## src/rtl/motor_pkg.sv

```systemverilog
// motor_pkg: shared states and constants for the motor executor
package motor_pkg;
    typedef enum logic [1:0] {IDLE, RUN, HOLD} state_t;
    localparam int DIR_BIT         = 7;
    localparam int SPEED_W         = 7;
    localparam int PWM_DIV_DEF     = 16;
    localparam int TICK_CYCLES_DEF = 400000;
endpackage

```

## src/rtl/pwm_gen.sv

```systemverilog
// pwm_gen: duty compare and H-bridge steering for one motor
module pwm_gen import motor_pkg::*; (
    input  logic               i_en,
    input  logic [SPEED_W-1:0] i_phase,
    input  logic [SPEED_W-1:0] i_speed,
    input  logic               i_dir,
    output logic               o_a,
    output logic               o_b
);
    logic w_act;
    assign w_act = i_en && (i_phase < i_speed);
    assign o_a   = w_act && i_dir;
    assign o_b   = w_act && !i_dir;
endmodule

```

## src/rtl/motor_exec.sv

```systemverilog
// motor_exec: timed dual-motor PWM run controller with IDLE/RUN/HOLD handshake
module motor_exec import motor_pkg::*; #(
    parameter int PWM_DIV     = PWM_DIV_DEF,
    parameter int TICK_CYCLES = TICK_CYCLES_DEF
) (
    input  logic       clk,
    input  logic       reset_n,
    input  logic       executeStart,
    input  logic [7:0] lmotor,
    input  logic [7:0] rmotor,
    input  logic [7:0] dur,
    output logic       executeComplete,
    output logic       lmotorA,
    output logic       lmotorB,
    output logic       rmotorA,
    output logic       rmotorB
);
    localparam int DW = (PWM_DIV > 1) ? $clog2(PWM_DIV) : 1;
    localparam int TW = (TICK_CYCLES > 1) ? $clog2(TICK_CYCLES) : 1;

    state_t             r_state, w_next;
    logic [7:0]         r_l, r_r, r_dur, r_units;
    logic [TW-1:0]      r_tick;
    logic [DW-1:0]      r_div;
    logic [SPEED_W-1:0] r_phase;
    logic               w_tick_end, w_div_end, w_last, w_run;
    logic               w_la, w_lb, w_ra, w_rb;

    assign w_tick_end = r_tick == TW'(TICK_CYCLES - 1);
    assign w_div_end  = r_div == DW'(PWM_DIV - 1);
    assign w_last     = (r_dur == 8'd0) || (w_tick_end && r_units == r_dur - 8'd1);
    // Counters and drive are live only while staying in RUN, so the exit cycle already coasts
    assign w_run      = (r_state == RUN) && (w_next == RUN);

    always_comb begin
        w_next = r_state;
        w_next = (r_state == IDLE) ? (executeStart ? RUN : IDLE) :
                 (r_state == RUN)  ? (w_last ? HOLD : RUN) :
                                     (executeStart ? HOLD : IDLE);
    end

    always_ff @(posedge clk or negedge reset_n) begin
        if (!reset_n) begin
            r_state         <= IDLE;
            r_l             <= '0;
            r_r             <= '0;
            r_dur           <= '0;
            r_units         <= '0;
            r_tick          <= '0;
            r_div           <= '0;
            r_phase         <= '0;
            executeComplete <= 1'b1;
            lmotorA         <= 1'b0;
            lmotorB         <= 1'b0;
            rmotorA         <= 1'b0;
            rmotorB         <= 1'b0;
        end else begin
            r_state <= w_next;
            if (r_state == IDLE && executeStart) begin
                r_l   <= lmotor;
                r_r   <= rmotor;
                r_dur <= dur;
            end
            r_tick          <= (w_run && !w_tick_end) ? r_tick + 1'b1 : '0;
            r_units         <= w_run ? r_units + 8'(w_tick_end) : '0;
            r_div           <= (w_run && !w_div_end) ? r_div + 1'b1 : '0;
            r_phase         <= w_run ? r_phase + SPEED_W'(w_div_end) : '0;
            executeComplete <= w_next != RUN;
            lmotorA         <= w_la;
            lmotorB         <= w_lb;
            rmotorA         <= w_ra;
            rmotorB         <= w_rb;
        end
    end

    pwm_gen u_left (
        .i_en    (w_run),
        .i_phase (r_phase),
        .i_speed (r_l[SPEED_W-1:0]),
        .i_dir   (r_l[DIR_BIT]),
        .o_a     (w_la),
        .o_b     (w_lb)
    );

    pwm_gen u_right (
        .i_en    (w_run),
        .i_phase (r_phase),
        .i_speed (r_r[SPEED_W-1:0]),
        .i_dir   (r_r[DIR_BIT]),
        .o_a     (w_ra),
        .o_b     (w_rb)
    );
endmodule

```

## config.mk

```make
export PLATFORM = sky130hd
export DESIGN_NAME = motor_exec
export DESIGN_NICKNAME = d
export VERILOG_FILES = /design/src/rtl/motor_pkg.sv /design/src/rtl/pwm_gen.sv /design/src/rtl/motor_exec.sv
export SDC_FILE = /design/constraint.sdc
export NUM_CORES = 1
export LEC_CHECK = 0
export ABC_AREA = 1
export BUFFER_PORTS_ARGS = -buffer_cell sky130_fd_sc_hd__buf_2
export CAP_MARGIN = 20
export CORE_ASPECT_RATIO = 0.75
export CORE_MARGIN = 3
export CORE_UTILIZATION = 30
export DETAILED_ROUTE_END_ITERATION = 10
export GPL_ROUTABILITY_DRIVEN = 0
export HOLD_SLACK_MARGIN = 0.08
export PLACE_DENSITY = 0.46
export SETUP_SLACK_MARGIN = 0.3
export SLEW_MARGIN = 20
export SYNTH_ARGS = -nofsm -noshare
export SYNTH_HDL_FRONTEND = slang
export SYNTH_SLANG_ARGS = --single-unit
```

## constraint.sdc

```tcl
create_clock -name clk -period 4.9 [get_ports clk]
set_input_delay 0 -clock clk [delete_from_list [all_inputs] [get_ports clk]]
set_output_delay 0 -clock clk [all_outputs]
set_load 0.01 [all_outputs]
```

==> results.ini, run 1 <==
[cts]
htree_levels = 3
cts.sinks = 69
cts_tree = yes
clk_latency_ps = 320
cts-root-buf = clkbuf_16
cts_resized = 0
holdBufCountCts = 26
postCtsSetupRepairBufs = 0
cts.path.max_buffers = 2
numCtsBuffers = 9
clkSlewWorstSetupHoldPaths_ps = 60

[timing]
drv_slew = 0
worst_slack_ps = 2658
fmax_mhz = 446.1
fin_setup_tns_ps = 0
setup_viol = 0
worstMarginPinSlew_ps = 894.2
period_needed_ps = 2242
finalCritPeriodShare_pct = 45.75
max_slew_margin_pct = 40.39
rsz0062_at_grt = false
skew_ps = 7.428
final_hold_viol_count = 0

[grt]
grt_usage_pct = 13.02
met2_usage_pct = 19.31
grtUsageMet1_pct = 18.63
grt_pass1_wl_um = 14010
grt_antenna_before_repair = 0
grt_pass1_vias = 2825
grt_overflow = 0
busiest_layer = met2
grt_start_max_net_pins = 70
grt_use_met3_pct = 3.674

[floorplanning]
dieArea_um2 = 13450
row_count = 34
pin_count = 32
die_y_um = 101.2
die_x_um = 132.9
start_util_pct = 30.98
core_area_um2 = 11700

[yosys]
synth_seq_cells = 69
synth_cell_types = 30
async_flop_share_pct = 100.0
ys_warn_count = 0
netlist_area_um2 = 3625
ys.flop_type = dfrtp_1
yosysSeqAreaShare_pct = 47.67
syn-instance-count = 430
synth_top_area_share_pct = 46.95
avgSynthCellArea_um2 = 8.430
yosys.area.top_type = dfrtp_1
synth_common_cells = nand2_1 (96), dfrtp_1 (68), inv_1 (54)
synth-edff-count = 0
yosys-top-cells-area = dfrtp_1 (47%), nand2_1 (9.9%), ha_1 (6.6%), inv_1 (5.6%), nor2_1 (5.4%)
yosys.cell_count.top_type = nand2_1
syn-num-nets = 476

[placement]
placed_cell_area_um2 = 3950
dp_slack_ps = 2660
numPortBuffers = 31
dp_hpwl_um = 5545

[power_and_ir_drop]
power.density_nw_per_um2 = 279.3
p_leak_nw = 2.201
ir_drop_mv = 0.1392
p_total_mw = 1.260

[drt]
ant_nets = 0
vias_per_cell = 4.347
drt_wl_total_um = 7825
wire_per_inst_um = 11.87
drt_iter0_drc = 135
first_pass_iters = 4
drc_errors = 0
num_vias = 2865

[worst_setup_path]
cp.required_ps = 5110
crit_chain = ha_1 -> nand3_2 -> nor2_4 -> nand2_2 -> nor2_4 -> ha_1 -> ha_1 -> nand2_1 -> nor3_1 -> nand2_1 -> xor2_1 -> nor2_2
crit_arrival_ps = 2450
max_stage_delay_ps = 400
worstSetupStartpointType = flip-flop
cp_slowest_cell = dfrtp_1
critPathKind = flip-flop to flip-flop
cp_max_fo = 5
cp-end-kind = flip-flop
critPathTopFamily = simple AND/OR/NAND/NOR gates
path_common_cell = ha_1
cp.buffers_inverters = 0

[final_layout]
design_area_um2 = 4512
fin_nets = 539
drive_gt1_share_pct = 13.48
area_growth_pct = 24.47
antennaDiodeCount = 0

[job]
cap_violations = 0

[outcome]
status = finished clean

[hold_path]
hold_class = input port to flip-flop

worst min-delay path: cells and delay by family:
family	cells	cell delay [ps]
simple gates	1	40
compound gates	1	60
buf+inv	2	600
path summary, 6_finish.rpt:
check                      slack [ps]         end  depth (start not counted)      start
max                              2660  r_units[6]                         12  r_tick[0]
min                               420      r_l[4]                          4  lmotor[4]
max reg2reg                      2660  r_units[6]                         12  r_tick[0]
min reg2reg                       430     rmotorB                          1     r_r[7]
max in group asynchronous        3890   r_tick[2]                          3    reset_n
min in group asynchronous         430  r_tick[12]                          3    reset_n
final cells by class:
type / count / area (um^2)
Clock buffer: 12 / 256.5
Clock inverter: 3 / 45.04
Inverter: 55 / 206.4
Fill cell: 1197 / 7187
Timing Repair Buffer: 58 / 422.9
Sequential cell: 69 / 1728
Multi-Input combinational cell: 300 / 1650
Tap cell: 162 / 202.7
where the power goes:
group          internal, mW  switching (mW)
clock network         0.419           0.234
registers             0.570               0
logic                0.0211          0.0164
total                  1.01           0.250
stage by stage:
step                      cells  util, %  hold slack, ps
after global placement      618    33.76           202.8
after detailed placement    618    33.76           199.4
after CTS                   659    38.57           388.5
after floorplan             430        -          -295.6
final                       659    38.57           415.9
after global routing        659    38.57           422.1
state kept, by name, summed over array words and instances, names as in the netlist:
name / flops
r_tick: 19
rmotorA: 1
executeComplete: 1
r_dur: 8
lmotorB: 1
r_div: 4
r_l: 8
r_state: 2
rmotorB: 1
r_r: 8
lmotorA: 1
r_phase: 7
r_units: 8
layout by cell type, fill, tap and decap left out, types with 9 or more instances in the layout:
master / instances
nand3_1: 18
inv_1: 54
nor2_2: 11
o21ai_0: 27
dlygate4sd3_1: 26
nand4_1: 11
clkbuf_16: 9
xor2_1: 18
nand2_1: 96
buf_2: 31
dfrtp_1: 68
a21oi_1: 12
nor2_1: 52
ha_1: 19
logic make-up (layout without fill, tap and decap cells):
group	after synthesis	in the layout	share of synthesized area, %
AND/OR/NAND/NOR	213	213	26.48
flip-flops	69	69	47.67
buffers and inverters	61	128	6.800
AO/OA/AOI/OAI	41	41	5.937
XOR/XNOR	26	26	6.282
adder cells (fa/ha/maj)	19	19	6.559
multiplexers	1	1	0.2762
routing by layer:
| metal | share of wire, % | vias to the layer above |
|---|---|---|
| met5 | 0 | - |
| met4 | 0.98 | 0 |
| met3 | 4.2 | 6 |
| met2 | 42 | 43 |
| met1 | 53 | 1316 |
| li1 | - | 1500 |
(Power assumes the default switching activity.)
==> run 2, diff against run 1 <==
Settings changed: PLACE_DENSITY 0.46 to 0.47.
Clock period 4.9 ns to 2 ns, I/O delays scaled along.
==> run 2 against run 1 <==
- register-to-register slack worse by 2600 ps
- first-iteration DRC count up 10%
- non-clock buffer count grew 42
- sequential share of layout area decreased by 5.9 points
- worst setup slack lost 2600 ps
- count of clock-buffer cells in the layout fell by 2
- final cell count grew 6.7%
- clock skew about the same
- clock power rose to 2.7 times the previous value
- highest routed layer unchanged
==> results.ini, run 2 (synthesis results as in run 1) <==
[outcome]
status = finished clean

[job]
cap_violations = 0

[cts]
clkSlewWorstSetupHoldPaths_ps = 60
cts-root-buf = clkbuf_16
numCtsBuffers = 9
cts_tree = yes
cts.sinks = 69
htree_levels = 3
cts.path.max_buffers = 2
clk_latency_ps = 340

[worst_setup_path]
rr_worst_depth = 12
worstSetupStartpointType = flip-flop
cp-end-kind = flip-flop
cp_slowest_cell = dfrtp_1
critPathTopFamily = simple AND/OR/NAND/NOR gates
reg2reg_from = r_tick[13]
cp_max_fo = 3
cp.buffers_inverters = 1
cp.required_ps = 2230
critPathKind = flip-flop to flip-flop
rrSetupSlack_ps = 90
crit_arrival_ps = 2130
r2r_end = r_units[6]
crit_chain = inv_1 -> nand2_1 -> nor2_1 -> nand3_1 -> nor2_4 -> ha_4 -> ha_4 -> nand2_4 -> nor3_4 -> nand2_1 -> xor2_1 -> nor2_2
max_stage_delay_ps = 380

[grt]
grt_pass1_vias = 3077
grt_antenna_before_repair = 0
grt_pass1_wl_um = 14880
grt_start_max_net_pins = 44
grt_usage_pct = 13.87
grt_overflow = 0

[power_and_ir_drop]
ir_drop_mv = 0.3370
power.density_nw_per_um2 = 606.0
p_switching_uw = 658.3
switching_share_pct = 20.36
seqPwrFrac_pct = 43.2
power_frac_comb_pct = 3.0
p_int_mw = 2.575
clock_power_share_pct = 53.8
p_leak_nw = 2.523

[drt]
drt_wl_total_um = 8951
wire_per_inst_um = 12.73
first_pass_iters = 4
vias_per_cell = 4.403
ant_nets = 0
drt_iter0_drc = 149
drc_errors = 0
num_vias = 3095

[floorplanning]
row_count = 34
core_area_um2 = 11700
pin_count = 32
dieArea_um2 = 13450
die_x_um = 132.9
die_y_um = 101.2
start_util_pct = 30.98

[timing]
setup_viol = 0
max_slew_margin_pct = 62.92
skew_ps = 7.054
worstMarginPinSlew_ps = 556.1
rsz0062_at_grt = true
drv_slew = 0
finalCritPeriodShare_pct = 95.38
fin_setup_tns_ps = 0
fmax_mhz = 524.2
period_needed_ps = 1908
final_hold_viol_count = 0

[placement]
dp_cells = 641
dp_hpwl_um = 6169
numPortBuffers = 31

[final_layout]
antennaDiodeCount = 0
area_growth_pct = 47.19
fin_util_pct = 45.60
final_cell_mix = nand2_1 (92), dfrtp_1 (68), inv_1 (51)
fin_nets = 582
fin_cells = 703
drive_gt1_share_pct = 28.47
regMostFlops = r_tick
mostFrequentLayoutCell = nand2_1
largest_reg_flops = 19

[hold_path]
hold_class = input port to asynchronous set/reset pin

run 2: changes by cell type in the layout (fill, tap and decap cells not counted), sizes merged:
cell | before | now
buf | 32 | 72
bufinv | 1 | 2
clkinv | 0 | 4
clkinvlp | 2 | 1
inv | 55 | 54
nand2 | 98 | 99
run 2: area by class of cell:
| type | count | area (um^2) |
|---|---|---|
| tap | 162 | 202.7 |
| inverter | 55 | 206.4 |
| clock inverter | 6 | 86.33 |
| timing repair buffer | 100 | 858.3 |
| multi-input combinational | 301 | 2014 |
| clock buffer | 10 | 239.0 |
| sequential | 69 | 1728 |
| fill | 1131 | 6364 |
run 2: repair_timing:
item                                    in CTS  in global routing
endpoints found under the setup margin      27                 45
cloned                                       1                  3
pin swaps                                   12                  7
hold buffers                                26                  0
setup buffers                               10                  6
hold endpoints to repair                    45                  0
resized for setup                           15                 57
run 2: worst max path at each step:
stage	startpoint	endpoint	slack (ps)	cells after the start
final	r_tick[13]	r_units[6]	90	12
after global routing	r_tick[0]	r_units[6]	-70	12
after CTS	r_tick[0]	r_units[6]	110	12
after detailed placement	r_tick[1]	r_units[6]	-8	12
after global placement	r_tick[1]	r_units[6]	70	12
after floorplan	r_tick[0]	r_units[6]	70	12
run 2: metal layers:
layer / vias up / wire [um] / global-route usage, %
li1: 1589 / - / -
met1: 1448 / 4514 / 19.30
met2: 48 / 3979 / 21.06
met3: 10 / 353 / 4.022
met4: 0 / 103 / 4.233
met5: - / 0 / 0
run 2: worst register-to-register path: stages (launching register included):
cell     delay [ps]
dfrtp_1         380
inv_1           100
nand2_1          60
nor2_1          120
nand3_1         140
nor2_4          180
ha_4            180
ha_4            150
nand2_4          60
nor3_4          140
nand2_1          90
xor2_1          170
nor2_2           40
run 2: power by group through the flow:
stage / clock network (mW) / registers (mW) / logic, mW
6_report: 1.74 / 1.40 / 0.0975
5_1_grt: 1.85 / 1.40 / 0.110
4_1_cts: 1.78 / 1.40 / 0.102
3_5_place_dp: 0 / 1.42 / 0.0633
3_3_place_gp: 0 / 1.42 / 0.0618
2_1_floorplan: 0 / 1.42 / 0.0000471
run 2: stage by stage:
step	power, mW	setup slack [ps]	area [um^2]	hold WS (ps)
after floorplan	1.422	72.81	3685	-295.6
after global placement	1.483	67.21	4220	26.92
after detailed placement	1.485	-7.986	4220	36.21
after CTS	3.281	105.3	4984	216.2
after global routing	3.351	-65.78	5335	259.4
final	3.233	92.36	5335	199.9
==> run 3, diff against run 2 <==
Settings changed: ABC_AREA 1 to not set, PLACE_DENSITY 0.47 to 0.48.
==> run 3 against run 2 <==
- the flow now finishes with violations (setup timing)
- critical path depth decreased by 3
- cell area decreased by 4.2%
- final cell count decreased by 18%
- core utilization increased by 0.60 points
- wire length decreased by 12%
- clock power decreased by 17%
- global-route usage decreased by 0.88 points
- maximum frequency decreased by 8.6%
- area after synthesis decreased by 4.7%
- clock skew decreased by 2.9 ps
- critical path type unchanged
- largest cell class unchanged
- largest power group is now combinational cells
==> results.ini, run 3 <==
[timing]
worst_slack_ps = -88.04
final_hold_viol_count = 0
setup_viol = 21
rsz0062_at_grt = true
whs_ps = 195.8
drv_slew = 0
skew_ps = 4.194
max_slew_margin_pct = 71.57
finalCritPeriodShare_pct = 104.4
worstMarginPinSlew_ps = 424.9
period_needed_ps = 2088
fmax_mhz = 478.9

[yosys]
netlist_area_um2 = 3453
ys.flop_type = dfrtp_1
yosys.cell_count.top_type = dfrtp_1
avgSynthCellArea_um2 = 10.40
synth_common_cells = dfrtp_1 (68), nor2_1 (41), nand2_1 (26)
synth_cell_types = 44
ys_warn_count = 0
yosys-top-cells-area = dfrtp_1 (49%), ha_1 (6.9%), xor2_1 (5.3%), nor2_1 (4.5%), xnor2_1 (4.1%)
synth_top_area_share_pct = 49.28
yosysSeqAreaShare_pct = 50.04
syn-num-nets = 378
synth_seq_cells = 69
synth-edff-count = 0
async_flop_share_pct = 100.0
syn-instance-count = 332
yosys.area.top_type = dfrtp_1

[floorplanning]
die_x_um = 129.9
start_util_pct = 31.21
pin_count = 32
dieArea_um2 = 12850
row_count = 33
die_y_um = 98.92
core_area_um2 = 11070

[job]
cap_violations = 0

[cts]
htree_levels = 3
clk_latency_ps = 330
cts-root-buf = clkbuf_16
cts.path.max_buffers = 2
numCtsBuffers = 9
cts.sinks = 69
cts_tree = yes
clkSlewWorstSetupHoldPaths_ps = 50

[placement]
dp_slack_ps = -176.0
dp_hpwl_um = 4776
placed_cell_area_um2 = 4048
numPortBuffers = 31

[grt]
grt_pass1_wl_um = 12890
grt_usage_pct = 12.99
grt_antenna_before_repair = 0
grt_start_max_net_pins = 70
grt_pass1_vias = 2613
grt_overflow = 0

[drt]
drt_wl_total_um = 7833
num_vias = 2627
met2_length_um = 3512
wl_met1_um = 3947
first_pass_iters = 4
drt_iter0_drc = 160
vias_per_cell = 4.537
dr_wl_met3_um = 271
ant_nets = 0
wire_per_inst_um = 13.53
drc_errors = 0
highest_layer = met4

[outcome]
violations = setup timing
status = finished with violations

[final_layout]
area_growth_pct = 48.04
mostFrequentLayoutCell = dfrtp_1
regMostFlops = r_tick
design_area_um2 = 5112
fill_cells = 1041
largest_reg_flops = 19
antennaDiodeCount = 0
final_cell_mix = dfrtp_1 (68), buf_4 (34), buf_2 (31)
fin_util_pct = 46.20
fin_nets = 482
drive_gt1_share_pct = 38.27

[worst_setup_path]
crit_arrival_ps = 2310
cp_max_fo = 2
cp-end-kind = flip-flop
worstSetupStartpointType = flip-flop
rrSetupSlack_ps = -90
cp.required_ps = 2220
critPathKind = flip-flop to flip-flop

[hold_path]
hold_class = input port to asynchronous set/reset pin

[power_and_ir_drop]
p_leak_nw = 2.344
power.density_nw_per_um2 = 1173
p_total_mw = 5.998
ir_drop_mv = 0.4263

## run 3: worst paths after layout
check / to / cells after the start / start
worst min-delay path: lmotorA / 3 / reset_n
worst max-delay path: r_units[7] / 9 / r_tick[15]
max in group asynchronous: executeComplete / 3 / reset_n
worst max register to register: r_units[7] / 9 / r_tick[15]
min in group clk: r_l[1] / 4 / lmotor[1]
worst min register to register: rmotorB / 1 / r_r[7]
## run 3: logic make-up (layout without fill, tap and decap cells)
group                      after synthesis  count (layout)  share of synthesized area, %
buffers and inverters                   33             140                         4.529
DFF                                     69              69                         50.04
and+or+nand+nor                        127             127                         19.28
AOI/OAI and AO/OA                       37              37                         6.630
adders and majority gates               19              19                         6.884
muxes                                   10              10                         3.261
xor gates and xnor gates                37              37                         9.384
## run 3: worst max-delay path, stage by stage (launching register included)
cell,delay (ps)
dfrtp_1,410
nor4bb_4,330
nand3_2,120
nor4_4,170
ha_2,230
and3_4,180
nand3_2,90
or2_4,270
xor2_1,130
nor2_1,50
## run 3: where the power goes
group          internal, mW  switching [mW]  total (mW)  leakage (nW)
clock network         0.888           0.562        1.45         0.134
registers              1.75           0.211        1.96         0.907
logic                  1.38            1.21        2.59          1.30
## run 3: layout make-up
class	count	area (um^2)	share of cell area [%]
timing repair buffer	105	942.2	18.43
clock buffer	12	256.5	5.017
tap	140	175.2	3.426
multi-input combinational	230	1922	37.59
sequential	69	1728	33.80
inverter	21	78.83	1.542
clock inverter	2	10.01	0.1958
## run 3: what timing repair did
item	4_1_cts	5_1_grt
hold buffers	26	0
setup buffers	8	1
gates resized for setup	54	31
pin swaps	6	6
cloned	4	1
setup endpoints to repair	44	45
hold endpoints to repair	94	0
## run 3: metrics by stage
stage,TNS (ps),cells
2_1_floorplan,-36.17,332
3_3_place_gp,-206.6,525
3_5_place_dp,-260.6,525
4_1_cts,-1322,577
5_1_grt,-3851,579
6_report,-1046,579
## run 3: layer usage
layer  track usage (%)  vias up
met1             17.48     1253
li1                  -     1324
met4             4.473        0
met5                 0        -
met2             20.08       41
met3             3.738        9
